`src/rtl/snake_pkg.sv`:
```
// Shared snake-game types: heading encoding, opposite-direction helper and default heading.
// Imported by direction control, movement and collision logic.
package snake_pkg;

    typedef logic [1:0] dir_t;

    localparam dir_t DIR_UP    = 2'd0;
    localparam dir_t DIR_DOWN  = 2'd1;
    localparam dir_t DIR_LEFT  = 2'd2;
    localparam dir_t DIR_RIGHT = 2'd3;

    localparam dir_t INIT_DIR_DEFAULT = DIR_RIGHT;

    // UP/DOWN and LEFT/RIGHT differ only in bit 0.
    function automatic dir_t opposite(input dir_t d);
        return d ^ 2'b01;
    endfunction

endpackage

```
`src/rtl/dir_ctrl_if.sv`:
```
// Key/step/clear inputs and heading outputs of the direction controller.
// The game side drives through master; dir_ctrl connects through slave.
interface dir_ctrl_if;
    import snake_pkg::*;

    logic       key_up_v;
    logic       key_down_v;
    logic       key_left_v;
    logic       key_right_v;
    logic       step;
    logic       clear;
    dir_t       dir;
    logic       turn;
    logic       drop;
    logic [2:0] pending;

    modport master (
        output key_up_v, key_down_v, key_left_v, key_right_v, step, clear,
        input  dir, turn, drop, pending
    );

    modport slave (
        input  key_up_v, key_down_v, key_left_v, key_right_v, step, clear,
        output dir, turn, drop, pending
    );

endinterface

```
`src/rtl/dir_fifo.sv`:
```
// Circular queue of pending headings with explicit occupancy counter.
// Push and pop may coincide even when full; the caller never pushes a full queue without a pop.
module dir_fifo
    import snake_pkg::*;
#(
    parameter int unsigned DEPTH = 2
) (
    input  logic       clk,
    input  logic       rst_n,
    input  logic       i_clear,
    input  logic       i_push,
    input  logic       i_pop,
    input  dir_t       i_data,
    output dir_t       o_head,
    output dir_t       o_tail_last,
    output logic [2:0] o_count,
    output logic       o_full,
    output logic       o_empty
);

    localparam int unsigned PTR_W = (DEPTH > 1) ? $clog2(DEPTH) : 1;
    localparam logic [PTR_W-1:0] PTR_LAST = PTR_W'(DEPTH - 1);

    dir_t             r_mem [DEPTH];
    logic [PTR_W-1:0] r_rd_ptr;
    logic [PTR_W-1:0] r_wr_ptr;
    logic [2:0]       r_count;
    logic [PTR_W-1:0] w_last_ptr;
    logic [2:0]       w_count_d;

    assign w_last_ptr  = (r_wr_ptr == '0) ? PTR_LAST : r_wr_ptr - 1'b1;
    assign o_head      = r_mem[r_rd_ptr];
    assign o_tail_last = r_mem[w_last_ptr];
    assign o_count     = r_count;
    assign o_full      = (r_count == 3'(DEPTH));
    assign o_empty     = (r_count == 3'd0);

    always_comb begin
        w_count_d = r_count;
        if (i_push && !i_pop) begin
            w_count_d = r_count + 3'd1;
        end else if (i_pop && !i_push) begin
            w_count_d = r_count - 3'd1;
        end
    end

    always_ff @(posedge clk or negedge rst_n) begin
        if (!rst_n) begin
            r_rd_ptr <= '0;
            r_wr_ptr <= '0;
            r_count  <= 3'd0;
        end else if (i_clear) begin
            r_rd_ptr <= '0;
            r_wr_ptr <= '0;
            r_count  <= 3'd0;
        end else begin
            if (i_push) r_wr_ptr <= (r_wr_ptr == PTR_LAST) ? '0 : r_wr_ptr + 1'b1;
            if (i_pop)  r_rd_ptr <= (r_rd_ptr == PTR_LAST) ? '0 : r_rd_ptr + 1'b1;
            r_count <= w_count_d;
        end
    end

    // Storage needs no reset: contents are only read while the counter says they are valid.
    always_ff @(posedge clk) begin
        if (i_push && !i_clear) r_mem[r_wr_ptr] <= i_data;
    end

endmodule

```
`src/rtl/dir_ctrl.sv`:
```
// Snake heading controller: selects one key per cycle, rejects same/reverse turns,
// queues accepted turns and applies one per game step.
module dir_ctrl
    import snake_pkg::*;
#(
    parameter int unsigned DEPTH    = 2,
    parameter dir_t        INIT_DIR = INIT_DIR_DEFAULT
) (
    input  logic clk,
    input  logic rst_n,
    dir_ctrl_if.slave bus
);

    logic       w_key_v;
    dir_t       w_key;
    dir_t       w_ref;
    logic       w_legal;
    logic       w_pop;
    logic       w_push;
    logic       w_space;
    logic       w_drop;
    dir_t       w_head;
    dir_t       w_tail_last;
    logic [2:0] w_count;
    logic       w_full;
    logic       w_empty;

    dir_t       r_dir;
    logic       r_turn;
    logic       r_drop;

    always_comb begin
        w_key_v = 1'b1;
        w_key   = DIR_UP;
        if (bus.key_up_v)         w_key = DIR_UP;
        else if (bus.key_down_v)  w_key = DIR_DOWN;
        else if (bus.key_left_v)  w_key = DIR_LEFT;
        else if (bus.key_right_v) w_key = DIR_RIGHT;
        else                      w_key_v = 1'b0;
    end

    // Legality is judged against the last heading the snake will take, not the current one.
    assign w_ref   = w_empty ? r_dir : w_tail_last;
    assign w_legal = w_key_v && (w_key != w_ref) && (w_key != opposite(w_ref));
    assign w_pop   = bus.step && !w_empty && !bus.clear;
    assign w_space = !w_full || w_pop;
    assign w_push  = w_legal && w_space && !bus.clear;
    assign w_drop  = w_legal && !w_space && !bus.clear;

    dir_fifo #(
        .DEPTH (DEPTH)
    ) u_fifo (
        .clk         (clk),
        .rst_n       (rst_n),
        .i_clear     (bus.clear),
        .i_push      (w_push),
        .i_pop       (w_pop),
        .i_data      (w_key),
        .o_head      (w_head),
        .o_tail_last (w_tail_last),
        .o_count     (w_count),
        .o_full      (w_full),
        .o_empty     (w_empty)
    );

    always_ff @(posedge clk or negedge rst_n) begin
        if (!rst_n) begin
            r_dir  <= INIT_DIR;
            r_turn <= 1'b0;
            r_drop <= 1'b0;
        end else if (bus.clear) begin
            r_dir  <= INIT_DIR;
            r_turn <= 1'b0;
            r_drop <= 1'b0;
        end else begin
            if (w_pop) r_dir <= w_head;
            r_turn <= w_pop;
            r_drop <= w_drop;
        end
    end

    assign bus.dir     = r_dir;
    assign bus.turn    = r_turn;
    assign bus.drop    = r_drop;
    assign bus.pending = w_count;

endmodule

```
`src/flat_wrapper.sv`:
```
// flat-port wrapper written by rule: the top's interface ports become plain ports
module dir_ctrl_flat import snake_pkg::*;
#(
    parameter int unsigned DEPTH    = 2,
    parameter dir_t        INIT_DIR = INIT_DIR_DEFAULT
)
  (clk, rst_n, bus_key_up_v, bus_key_down_v, bus_key_left_v, bus_key_right_v, bus_step, bus_clear, bus_dir, bus_turn, bus_drop, bus_pending);
  dir_ctrl_if bus_i ();
  input  logic clk;
  input  logic rst_n;
  input wire logic [$bits(bus_i.key_up_v)-1:0] bus_key_up_v;
  input wire logic [$bits(bus_i.key_down_v)-1:0] bus_key_down_v;
  input wire logic [$bits(bus_i.key_left_v)-1:0] bus_key_left_v;
  input wire logic [$bits(bus_i.key_right_v)-1:0] bus_key_right_v;
  input wire logic [$bits(bus_i.step)-1:0] bus_step;
  input wire logic [$bits(bus_i.clear)-1:0] bus_clear;
  output wire logic [$bits(bus_i.dir)-1:0] bus_dir;
  output wire logic [$bits(bus_i.turn)-1:0] bus_turn;
  output wire logic [$bits(bus_i.drop)-1:0] bus_drop;
  output wire logic [$bits(bus_i.pending)-1:0] bus_pending;
  assign bus_i.key_up_v = bus_key_up_v;
  assign bus_i.key_down_v = bus_key_down_v;
  assign bus_i.key_left_v = bus_key_left_v;
  assign bus_i.key_right_v = bus_key_right_v;
  assign bus_i.step = bus_step;
  assign bus_i.clear = bus_clear;
  assign bus_dir = bus_i.dir;
  assign bus_turn = bus_i.turn;
  assign bus_drop = bus_i.drop;
  assign bus_pending = bus_i.pending;
  dir_ctrl #(.DEPTH(DEPTH), .INIT_DIR(INIT_DIR)) u_core (.clk(clk), .rst_n(rst_n), .bus(bus_i));
endmodule
```
`config.mk`:
```
export PLATFORM = sky130hd
export DESIGN_NAME = dir_ctrl_flat
export DESIGN_NICKNAME = d
export VERILOG_FILES = /design/src/rtl/snake_pkg.sv /design/src/rtl/dir_ctrl_if.sv /design/src/rtl/dir_fifo.sv /design/src/rtl/dir_ctrl.sv /design/src/flat_wrapper.sv
export SDC_FILE = /design/constraint.sdc
export NUM_CORES = 1
export LEC_CHECK = 0
export ABC_AREA = 1
export CAP_MARGIN = 30
export CORE_MARGIN = 5
export CORE_UTILIZATION = 30
export CTS_BUF_LIST = sky130_fd_sc_hd__clkbuf_8
export DETAILED_ROUTE_END_ITERATION = 8
export MAX_ROUTING_LAYER = met4
export SLEW_MARGIN = 25
export SYNTH_ARGS = -nofsm -noshare
export SYNTH_HDL_FRONTEND = slang
export SYNTH_SLANG_ARGS = --single-unit
```
`constraint.sdc`:
```
create_clock -name clk -period 3.4 [get_ports clk]
set_input_delay 0.34 -clock clk [delete_from_list [all_inputs] [get_ports clk]]
set_output_delay 0.34 -clock clk [all_outputs]
set_load 0.02 [all_outputs]
```
==> flow_metrics.py <==
metrics = {
    "status": {
        "outcome": "completed",
    },
    "layout": {
        "area_growth_pct": 30.2,
        "nNetsFinal": 116,
        "num_antenna_cells": 0,
        "nFillCells": 233,
        "layout_commonest_cell": "nand2_1",
        "drive_above_1_share": 0.132,
        "layout_common_cells": "nand2_1 (22), inv_1 (18), clkdlybuf4s50_1 (14)",
    },
    "detailed_routing": {
        "vias": 592,
        "drtPass1Iterations": 4,
        "drt_iter0_drc": 11,
        "via_per_inst": 4.42,
        "routed_wirelength_um": 1550,
        "route.detailed.drc": 0,
        "wl_per_cell_um": 11.5,
        "drtAntennaViolNets": 0,
    },
    "clocking": {
        "cts_made_buffers": 3,
        "post-cts-setup-buffers": 0,
        "hold_buffers": 0,
        "cts.sinks": 13,
        "clk_path_buf_depth": 2,
        "clkTransAtPathRegs_ns": 0.06,
        "ctsResizeCount": 0,
        "clock_latency_ns": 0.24,
        "cts_htree_levels": 1,
        "root_buffer": "clkbuf_8",
        "cts_tree": "built",
    },
    "power_and_ir_drop": {
        "p_seq_frac": 0.356,
        "p_int_uw": 414,
        "comb_power_share": 0.450,
        "clock_power_share": 0.194,
        "p_leak_nw": 0.469,
        "power_switching_uw": 290,
        "powerDensity_mw_per_mm2": 741,
        "ir_worst_vdd_v": 0.000286,
        "sw_frac_of_total": 0.412,
    },
    "setup_path": {
        "crit_fanout": 5,
        "r2r-start": "u_core.u_fifo.o_count[0]$_DFFE_PN0P_",
        "start_kind": "primary input",
        "slowest_stage": "clkdlybuf4s50_1",
        "crit_type": "in2reg",
        "path_common_cell": "inv_1",
        "crit_arrival_ns": 2.46,
        "reg2reg_depth": 13,
        "max_stage_delay_ns": 0.57,
        "crit_path_end_kind": "flip-flop",
        "critPathRequiredTime_ns": 3.54,
        "r2r-end": "u_core.u_fifo.o_count[2]$_DFFE_PN0P_",
        "path_cells": "clkdlybuf4s50_1, inv_1, nand3_2, nand3_1, nand3_2, inv_1, fa_1, xnor2_1, inv_1, nand3_1, nand2_1, inv_1, nand2_1",
        "regToRegSetupSlack_ns": 1.22,
    },
    "sta": {
        "rsz0062_at_grt": "no",
        "hold_viol": 0,
        "worst_pin_slew_ns": 0.421,
        "min_period_over_period": 0.683,
        "setup_ws_ns": 1.08,
        "fin_skew_ns": 0.00548,
        "period_needed_ns": 2.32,
        "slew_headroom": 0.718,
        "timing.fmax_ghz": 0.431,
        "setup_viol": 0,
        "fin_tns_setup_ns": 0,
        "maxSlewViolCount": 0,
    },
    "synthesis": {
        "syn_nets": 97,
        "avgSynthCellArea_sq_um": 8.29,
        "synth_xor_xnor_area_share": 0.0120,
        "ys_warn_count": 0,
        "ys_seq_area_frac": 0.477,
        "synth_seq_cells": 13,
        "synth-simple-area-share": 0.329,
        "ys_types": 22,
        "synthMuxAreaShare": 0,
        "syn_inst": 88,
        "synth_compound_area_frac": 0.0617,
        "synth_top_family_by_area": "simple AND/OR/NAND/NOR gates",
        "synth-adder-area-share": 0.0274,
        "synth_area_sq_um": 729,
    },
    "placed_design": {
        "port_buffers": 14,
        "dp_hpwl_um": 1200,
        "pre_cts_slack_ns": 0.831,
        "gp_congestion": 0.757,
    },
    "grt": {
        "use_met1": 0.125,
        "antenna_found_initial": 0,
        "grt_use_met2": 0.156,
        "grt_max_degree": 10,
        "grt_pass1_wl_um": 2660,
        "met3_usage": 0.0370,
        "grt_busiest_layer": "met2",
        "grt_pass1_vias": 602,
        "grt-ovfl-total": 0,
        "grt_util_all_layers": 0.107,
    },
    "die": {
        "placementRows": 17,
        "start_util": 0.321,
        "core-area_sq_mm": 0.00228,
        "die_height_um": 59.3,
        "die_area_sq_mm": 0.00352,
        "die_width_um": 59.3,
        "io_pins": 15,
    },
    "run": {
        "drv_cap": 0,
    },
    "min_path": {
        "hp-class": "in2async",
    },
}
==> registers in the layout, summed over array words and instances, names as in the netlist <==
signal,cells
u_core.u_fifo.o_count,3
u_core.bus.dir,2
u_core.bus.drop,1
u_core.u_fifo.r_mem,4
u_core.bus.turn,1
u_core.u_fifo.r_wr_ptr,1
u_core.u_fifo.r_rd_ptr,1
==> metrics by stage <==
stage	power (mW)	std cells	area [sq um]	hold WS [ns]	utilization
2_1_floorplan	0.468	88	729	0.0444	-
3_3_place_gp	0.565	130	905	0.444	0.397
3_5_place_dp	0.571	130	905	0.448	0.397
4_1_cts	0.710	134	950	0.403	0.417
5_1_grt	0.766	134	950	0.427	0.417
6_report	0.704	134	950	0.396	0.417
==> layout make-up <==
class	instances	area (sq um)	area share
flip-flops and latches	13	348	0.366
well taps	28	35.0	0.0369
clock inverters	1	3.75	0.00395
multi-input cells	57	314	0.331
inverters	18	67.6	0.0711
repair buffers	14	140	0.148
clock buffers	3	41.3	0.0435
==> cell usage after synthesis <==
cell type,instances,area [sq um]
xnor2_1,1,8.76
o21ai_1,1,5.00
nand4_1,1,6.26
dfrtp_1,7,175
nand3_2,4,40.0
o21ai_0,2,10.0
fa_1,1,20.0
a32oi_1,1,8.76
dfstp_2,2,52.6
nor3_1,1,5.00
nand2_2,1,6.26
nor2_4,1,11.3
a21oi_2,1,8.76
nor2_1,6,22.5
inv_2,1,3.75
inv_1,17,63.8
edfxtp_1,4,120
nand2_1,22,82.6
nand2_4,1,11.3
a21oi_1,1,5.00
nand3_1,11,55.1
a22oi_1,1,7.51
==> per-layer routing <==
metal,part of all wire,up-vias
met4,0.018,0
li1,-,315
met2,0.50,12
met5,0,-
met1,0.44,263
met3,0.037,2
==> power by group through the flow <==
stage	logic, mW	clock network, mW	registers [mW]
3_5_place_dp	0.318	0	0.253
3_3_place_gp	0.312	0	0.253
6_report	0.317	0.137	0.250
5_1_grt	0.361	0.148	0.257
4_1_cts	0.320	0.139	0.251
2_1_floorplan	0.194	0	0.274
==> critical path: cells and delay by family <==
| kind | cells | cell delay, ns |
|---|---|---|
| buffers and inverters | 5 | 0.90 |
| and+or+nand+nor | 6 | 0.65 |
| adders and majority gates | 1 | 0.38 |
| xor gates and xnor gates | 1 | 0.19 |
==> worst max path at each step <==
stage                                          from                                    to  slack (ns)  depth (start not counted)
2_1_floorplan  u_core.u_fifo.o_count[0]$_DFFE_PN0P_  u_core.u_fifo.o_count[2]$_DFFE_PN0P_        1.33                         13
3_3_place_gp                              bus_clear  u_core.u_fifo.o_count[2]$_DFFE_PN0P_        0.91                         13
3_5_place_dp                              bus_clear  u_core.u_fifo.o_count[2]$_DFFE_PN0P_        0.83                         13
4_1_cts                                   bus_clear  u_core.u_fifo.o_count[2]$_DFFE_PN0P_        1.08                         13
5_1_grt                                   bus_clear  u_core.u_fifo.o_count[2]$_DFFE_PN0P_        0.88                         13
6_report                                  bus_clear  u_core.u_fifo.o_count[2]$_DFFE_PN0P_        1.08                         13
==> kinds of logic (layout without fill, tap and decap cells) <==
logic type	Yosys count	after routing
xor gates and xnor gates	1	1
and+or+nand+nor	48	48
AOI/OAI and AO/OA	7	7
DFF	13	13
adders and majority gates	1	1
buffers and inverters	18	36
Power figures use the tool's default switching activity.
